### src/rtl/bus_arb_multi.sv
// N-master BR/BG/BGACK bus arbiter for the CPU-side bus.
// Round-robin winner selection, strobe-qualified grant, grant timeout and post-release settle.
module bus_arb_multi #(
  parameter int unsigned NUM_MASTERS   = 2,
  parameter int unsigned SYNC_STAGES   = 2,
  parameter int unsigned GRANT_TIMEOUT = 16,
  parameter int unsigned SETTLE_CYCLES = 2
) (
  input  logic                   CLKCPU,
  input  logic                   RESET,
  input  logic [NUM_MASTERS-1:0] BR_N,
  input  logic [NUM_MASTERS-1:0] BGACK_N,
  input  logic                   AS20,
  input  logic                   AS_INT,
  output logic [NUM_MASTERS-1:0] BG_N,
  output logic                   BGACK_INT,
  output logic [2:0]             OWNER,
  output logic                   TIMEOUT
);

  localparam int unsigned TW = (GRANT_TIMEOUT > 0) ? $clog2(GRANT_TIMEOUT + 1) : 1;

  typedef enum logic [2:0] {
    S_IDLE,
    S_QUIET,
    S_GRANT,
    S_OWNED,
    S_SETTLE
  } state_t;

  logic [NUM_MASTERS-1:0] br_sync    [SYNC_STAGES];
  logic [NUM_MASTERS-1:0] bgack_sync [SYNC_STAGES];
  logic [NUM_MASTERS-1:0] req_vec;
  logic [NUM_MASTERS-1:0] ack_vec;
  logic [7:0]             req8;
  logic [7:0]             ack8;
  logic                   ack;
  logic                   bus_quiet;

  state_t         state_q, state_d;
  logic [2:0]     owner_q, owner_d;
  logic [2:0]     rr_q, rr_d;
  logic [2:0]     owner_inc;
  logic [2:0]     winner;
  logic           scan_hit;
  logic [3:0]     scan_sum;
  logic [TW-1:0]  timer_q, timer_d;
  logic           timer_expire;
  logic [3:0]     settle_q, settle_d;
  logic           timeout_d;
  logic [7:0]     bg_n8_d;

  // Metastability filter on the asynchronous request/acknowledge lines
  always_ff @(posedge CLKCPU or negedge RESET) begin : sync_chain
    if (!RESET) begin
      for (int s = 0; s < int'(SYNC_STAGES); s++) begin
        br_sync[s]    <= '1;
        bgack_sync[s] <= '1;
      end
    end else begin
      br_sync[0]    <= BR_N;
      bgack_sync[0] <= BGACK_N;
      for (int s = 1; s < int'(SYNC_STAGES); s++) begin
        br_sync[s]    <= br_sync[s-1];
        bgack_sync[s] <= bgack_sync[s-1];
      end
    end
  end

  assign req_vec   = ~br_sync[SYNC_STAGES-1];
  assign ack_vec   = ~bgack_sync[SYNC_STAGES-1];
  assign req8      = 8'(req_vec);
  assign ack8      = 8'(ack_vec);
  assign ack       = ack8[owner_q];
  assign bus_quiet = AS20 & AS_INT;
  assign owner_inc = (owner_q == 3'(NUM_MASTERS - 1)) ? 3'd0 : owner_q + 3'd1;

  assign timer_expire = (GRANT_TIMEOUT != 0) &&
                        ((32'(timer_q) + 32'd1) >= GRANT_TIMEOUT);

  // First requester at or above rr_q, wrapping at NUM_MASTERS
  always_comb begin : rr_scan
    winner   = rr_q;
    scan_hit = 1'b0;
    scan_sum = '0;
    for (int i = 0; i < int'(NUM_MASTERS); i++) begin
      scan_sum = 4'(rr_q) + 4'(i);
      if (scan_sum >= 4'(NUM_MASTERS)) begin
        scan_sum = scan_sum - 4'(NUM_MASTERS);
      end
      if (!scan_hit && req8[scan_sum[2:0]]) begin
        scan_hit = 1'b1;
        winner   = scan_sum[2:0];
      end
    end
  end

  always_comb begin : next_state
    state_d   = state_q;
    owner_d   = owner_q;
    rr_d      = rr_q;
    timer_d   = timer_q;
    settle_d  = settle_q;
    timeout_d = 1'b0;
    bg_n8_d   = '1;

    case (state_q)
      S_IDLE: begin
        if (|req_vec) begin
          owner_d = winner;
          state_d = S_QUIET;
        end
      end

      S_QUIET: begin
        if (!req8[owner_q]) begin
          state_d = S_IDLE;
        end else if (bus_quiet) begin
          state_d = S_GRANT;
          timer_d = '0;
        end
      end

      // Acknowledge takes precedence over withdrawal and timeout
      S_GRANT: begin
        if (ack) begin
          state_d = S_OWNED;
        end else if (!req8[owner_q]) begin
          state_d = S_IDLE;
        end else if (timer_expire) begin
          state_d   = S_IDLE;
          timeout_d = 1'b1;
          rr_d      = owner_inc;
        end else if (timer_q != '1) begin
          timer_d = timer_q + TW'(1);
        end
      end

      S_OWNED: begin
        if (!ack) begin
          rr_d = owner_inc;
          if (SETTLE_CYCLES == 0) begin
            state_d = S_IDLE;
          end else begin
            state_d  = S_SETTLE;
            settle_d = 4'(SETTLE_CYCLES);
          end
        end
      end

      S_SETTLE: begin
        if (settle_q <= 4'd1) begin
          state_d = S_IDLE;
        end else begin
          settle_d = settle_q - 4'd1;
        end
      end

      default: state_d = S_IDLE;
    endcase

    if (state_d == S_GRANT) begin
      bg_n8_d[owner_d] = 1'b0;
    end
  end

  always_ff @(posedge CLKCPU or negedge RESET) begin : state_reg
    if (!RESET) begin
      state_q   <= S_IDLE;
      owner_q   <= '0;
      rr_q      <= '0;
      timer_q   <= '0;
      settle_q  <= '0;
      BG_N      <= '1;
      BGACK_INT <= 1'b1;
      TIMEOUT   <= 1'b0;
    end else begin
      state_q   <= state_d;
      owner_q   <= owner_d;
      rr_q      <= rr_d;
      timer_q   <= timer_d;
      settle_q  <= settle_d;
      BG_N      <= bg_n8_d[NUM_MASTERS-1:0];
      BGACK_INT <= (state_d != S_OWNED);
      TIMEOUT   <= timeout_d;
    end
  end

  assign OWNER = owner_q;

endmodule

### config.mk
export PLATFORM = sky130hd
export DESIGN_NAME = bus_arb_multi
export DESIGN_NICKNAME = d
export VERILOG_FILES = /design/src/rtl/bus_arb_multi.sv
export SDC_FILE = /design/constraint.sdc
export NUM_CORES = 1
export LEC_CHECK = 0
export BUFFER_PORTS_ARGS = -buffer_cell sky130_fd_sc_hd__buf_2
export CAP_MARGIN = 15
export CORE_ASPECT_RATIO = 0.75
export CORE_UTILIZATION = 45
export CTS_CLUSTER_SIZE = 25
export DETAILED_ROUTE_END_ITERATION = 8
export PLACE_DENSITY = 0.67
export RECOVER_POWER = 25
export SYNTH_ARGS = -nofsm -noshare
export SYNTH_HDL_FRONTEND = slang
export SYNTH_SLANG_ARGS = --single-unit
### constraint.sdc
create_clock -name CLKCPU -period 3.4 [get_ports CLKCPU]
set_clock_uncertainty 0.05 [all_clocks]
set_input_delay 0.68 -clock CLKCPU [delete_from_list [all_inputs] [get_ports CLKCPU]]
set_output_delay 0.68 -clock CLKCPU [all_outputs]
set_load 0.02 [all_outputs]
==> metrics.md <==
| Metric | Value |
|---|---|
| Outcome | `finished with violations` |
| Failing checks | `max-capacitance violations, max-slew violations` |
| RD Place Congestion | `0.837` |
| Final worst-path cycle share | `63.9%` |
| GRT Util Overall | `18.5%` |
| Met1 usage | `23.4%` |
| Max-capacitance violation count | `1` |
| Post-route DRC | `0` |
| Share of layout cells above drive strength 1 | `between 20% and 30%` |
| Max-slew headroom | `-0.113%` |
| # diodes | `0` |
| M3 GR Usage | `5.71%` |
| Vias/cell | `5.65` |
| Async set or reset register ratio after synthesis | `100%` |
| Worst-Margin Slew | `1.50 ns` |
| First-pass GRT wire length | `roughly 5000 um` |
| Max-slew violation count | `30` |
| Synth Register Bits | `30` |
| TNS Setup | `0 ns` |
| NumNets Final | `approximately 170` |
| Critical path arrival | `~2.3 ns` |
| Leak | `0.824 nW` |
| DR iter-0 viols | `81` |
| Router iterations before antenna repair | `4` |
| H-tree depth | `2` |
| Cells after DPL | `190` |
| Routed wire per std cell | `15.1 um` |
| Mapped Area | `0.00157 mm^2` |
| DP HPWL | `around 2300 um` |
| CP required | `about 3.5 ns` |
| Initial Utilization | `between 40% and 50%` |
| Met2 Use GR | `29.2%` |
| Die Y | `53.1 um` |
| CTS tree | `yes` |
| Crit path depth | `7` |
| Most used cell, CP | `ha_1` |
| Reg clk slew, reported paths | `approximately 0.06 ns` |
| Die W | `70.2 um` |
| Top_reg_cell synth | `dfrtp_1` |
| Number of global-route vias before repair | `1091` |
| Clock Path Buffers | `2` |
| Hold crit path type | `reg2reg` |
| Setup CP Type | `reg2reg` |
| Final hold vios | `0` |
| Number of CTS-inserted buffers | `5` |
| Clk sinks | `30` |
| Finished Layout Cells | `198` |
| Vias | `1119` |
| Slowest CP cell | `dfrtp_1` |
| Post-DRT Antenna Nets | `0` |
| Largest net degree at the start of global routing | `31` |
| Max Fclk | `460 MHz` |
| Grt peak-use layer | `met2` |
| YS warnings | `0` |
| Root Driver | `clkbuf_8` |
| CTS Hold Buffers Added | `0` |
| Synth-to-layout area growth | `11.7%` |
| Syn Area/Cell | `11.3 um^2` |
| Crit end category | `flop` |
| Unrepaired setup endpoints after global routing | `false` |
| Gate Count Post-Synth | `roughly 140` |
| Synth unique cells | `47` |
| Total grt overflow | `0` |
| CP Cell Sequence | `ha_1 > and3_1 > ha_1 > a221oi_1 > o221ai_1 > o21ai_0 > o31ai_1` |
| Die ar. | `between 0.003 and 0.004 mm^2` |
| Slowest stage delay, CP | `0.42 ns` |
| Net Count, Synth | `between 150 and 200` |
| # IOs | `15` |
| Core Area | `approximately 0.0033 mm^2` |
| IO Port Bufs | `14` |
| Worst reg2reg path depth | `7` |
| Hold depth | `0` |
| Cell Rows | `18` |
| Initial antenna violation count | `0` |
| Max FO, Critical Path | `5` |
| Buffer and inverter count on the worst path | `0` |
| Pwr/cell area | `roughly 670 mW/mm^2` |
| Final setup viols | `0` |
| Worst path top cell family by delay | `compound AO/OA/AOI/OAI gates` |
| Fin crit period | `2.17 ns` |
| Max VDD drop | `0.284 mV` |
| Resize count post-CTS | `0` |
| Clk_lat worst skew | `0.28 ns` |
| CP startpoint kind | `flop` |
| Post-CTS setup buffers | `0` |
| Post-synth EDFFs | `0` |
| Sequential area share after synthesis | `between 40% and 50%` |
| DRT Wirelength | `2990 um` |
[final timing paths]
| check | start | slack, ns | to |
|---|---|---|---|
| worst max-delay path | timer_q[0] | 1.23 | timer_q[3] |
| worst min-delay path | bgack_sync[2] | 0.30 | bgack_sync[0] |
| worst max register to register | timer_q[0] | 1.23 | timer_q[3] |
| worst min register to register | bgack_sync[2] | 0.30 | bgack_sync[0] |
| max in group asynchronous | RESET | 1.72 | state_q[2] |
| min in group asynchronous | RESET | 0.70 | OWNER[1] |
[cells in the final DEF (no fill, tap or decap), types with 2 or more instances in the layout]
cell type	instances
nor2b_1	5
nor4_1	2
nand4b_1	2
buf_2	13
and3_1	3
inv_1	7
o21ai_0	5
nand3_1	5
clkbuf_1	2
nand2b_1	2
a221oi_1	2
a22o_1	3
clkbuf_8	6
o21ai_1	2
and2_1	2
nor2_1	9
ha_1	9
nand2_1	12
dfstp_2	11
xor2_1	2
mux2i_1	7
xnor2_1	2
dfrtp_1	19
[report_power, final]
part	internal [mW]	switching [mW]	total (mW)
logic	0.152	0.190	0.343
clock network	0.163	0.129	0.292
registers	0.442	0.0967	0.539
total	0.757	0.416	1.17
[worst register-to-register path, stage by stage, from the launching register on]
cell and delay [ns]:
dfrtp_1 0.42, ha_1 0.25, and3_1 0.20, ha_1 0.31, a221oi_1 0.27, o221ai_1 0.26
o21ai_0 0.21, o31ai_1 0.10
[per-stage QoR]
stage	instance area, um^2	worst slack (ns)	total power, mW	hold slack (ns)	utilization, %
after floorplan	1570	1.48	0.811	0.295	-
after global placement	1660	1.42	0.865	0.298	50.2
after detailed placement	1660	1.28	0.887	0.299	50.2
after CTS	1750	1.26	1.18	0.298	52.9
after global routing	1750	1.08	1.25	0.308	52.9
final	1750	1.23	1.17	0.299	52.9
[state kept, by name, summed over array words and instances, names as in the netlist]
name        count
timer_q         5
bgack_sync      4
settle_q        4
BGACK_INT       1
BG_N            2
OWNER           3
TIMEOUT         1
rr_q            3
br_sync         4
state_q         3
[layer usage]
metal	vias up	routed length, um
met2	30	1370
met1	542	1410
met4	0	31
met3	7	180
met5	-	0
li1	540	-
[logic make-up after synthesis]
family	share of synthesized area (%)
multiplexers	6.86
AND/OR/NAND/NOR	18.1
adder cells (fa/ha/maj)	7.18
AO/OA/AOI/OAI	13.4
flip-flops	48.8
buffers and inverters	3.43
XOR/XNOR	2.24
[Yosys cell counts, types with 2 or more instances]
cell type  count  area (um^2)
dfrtp_1       19          475
nand2_1       12         45.0
dfstp_2       11          289
ha_1           9          113
nor2_1         9         33.8
inv_1          7         26.3
mux2i_1        7         70.1
nand3_1        5         25.0
nor2b_1        5         31.3
o21ai_0        5         25.0
a22o_1         3         26.3
and3_1         3         18.8
a221oi_1       2         17.5
and2_1         2         12.5
buf_6          2         22.5
nand2b_1       2         12.5
nand4b_1       2         17.5
nor4_1         2         12.5
o21ai_1        2         10.0
xnor2_1        2         17.5
xor2_1         2         17.5
[layout make-up]
type	count	area, um^2
multi-input cells	99	749
well taps	40	50.0
inverters	7	26.3
flip-flops and latches	30	764
fillers	292	1560
repair buffers	14	68.8
clock inverters	1	5.00
clock buffers	7	86.3
Power figures use the tool's default switching activity.
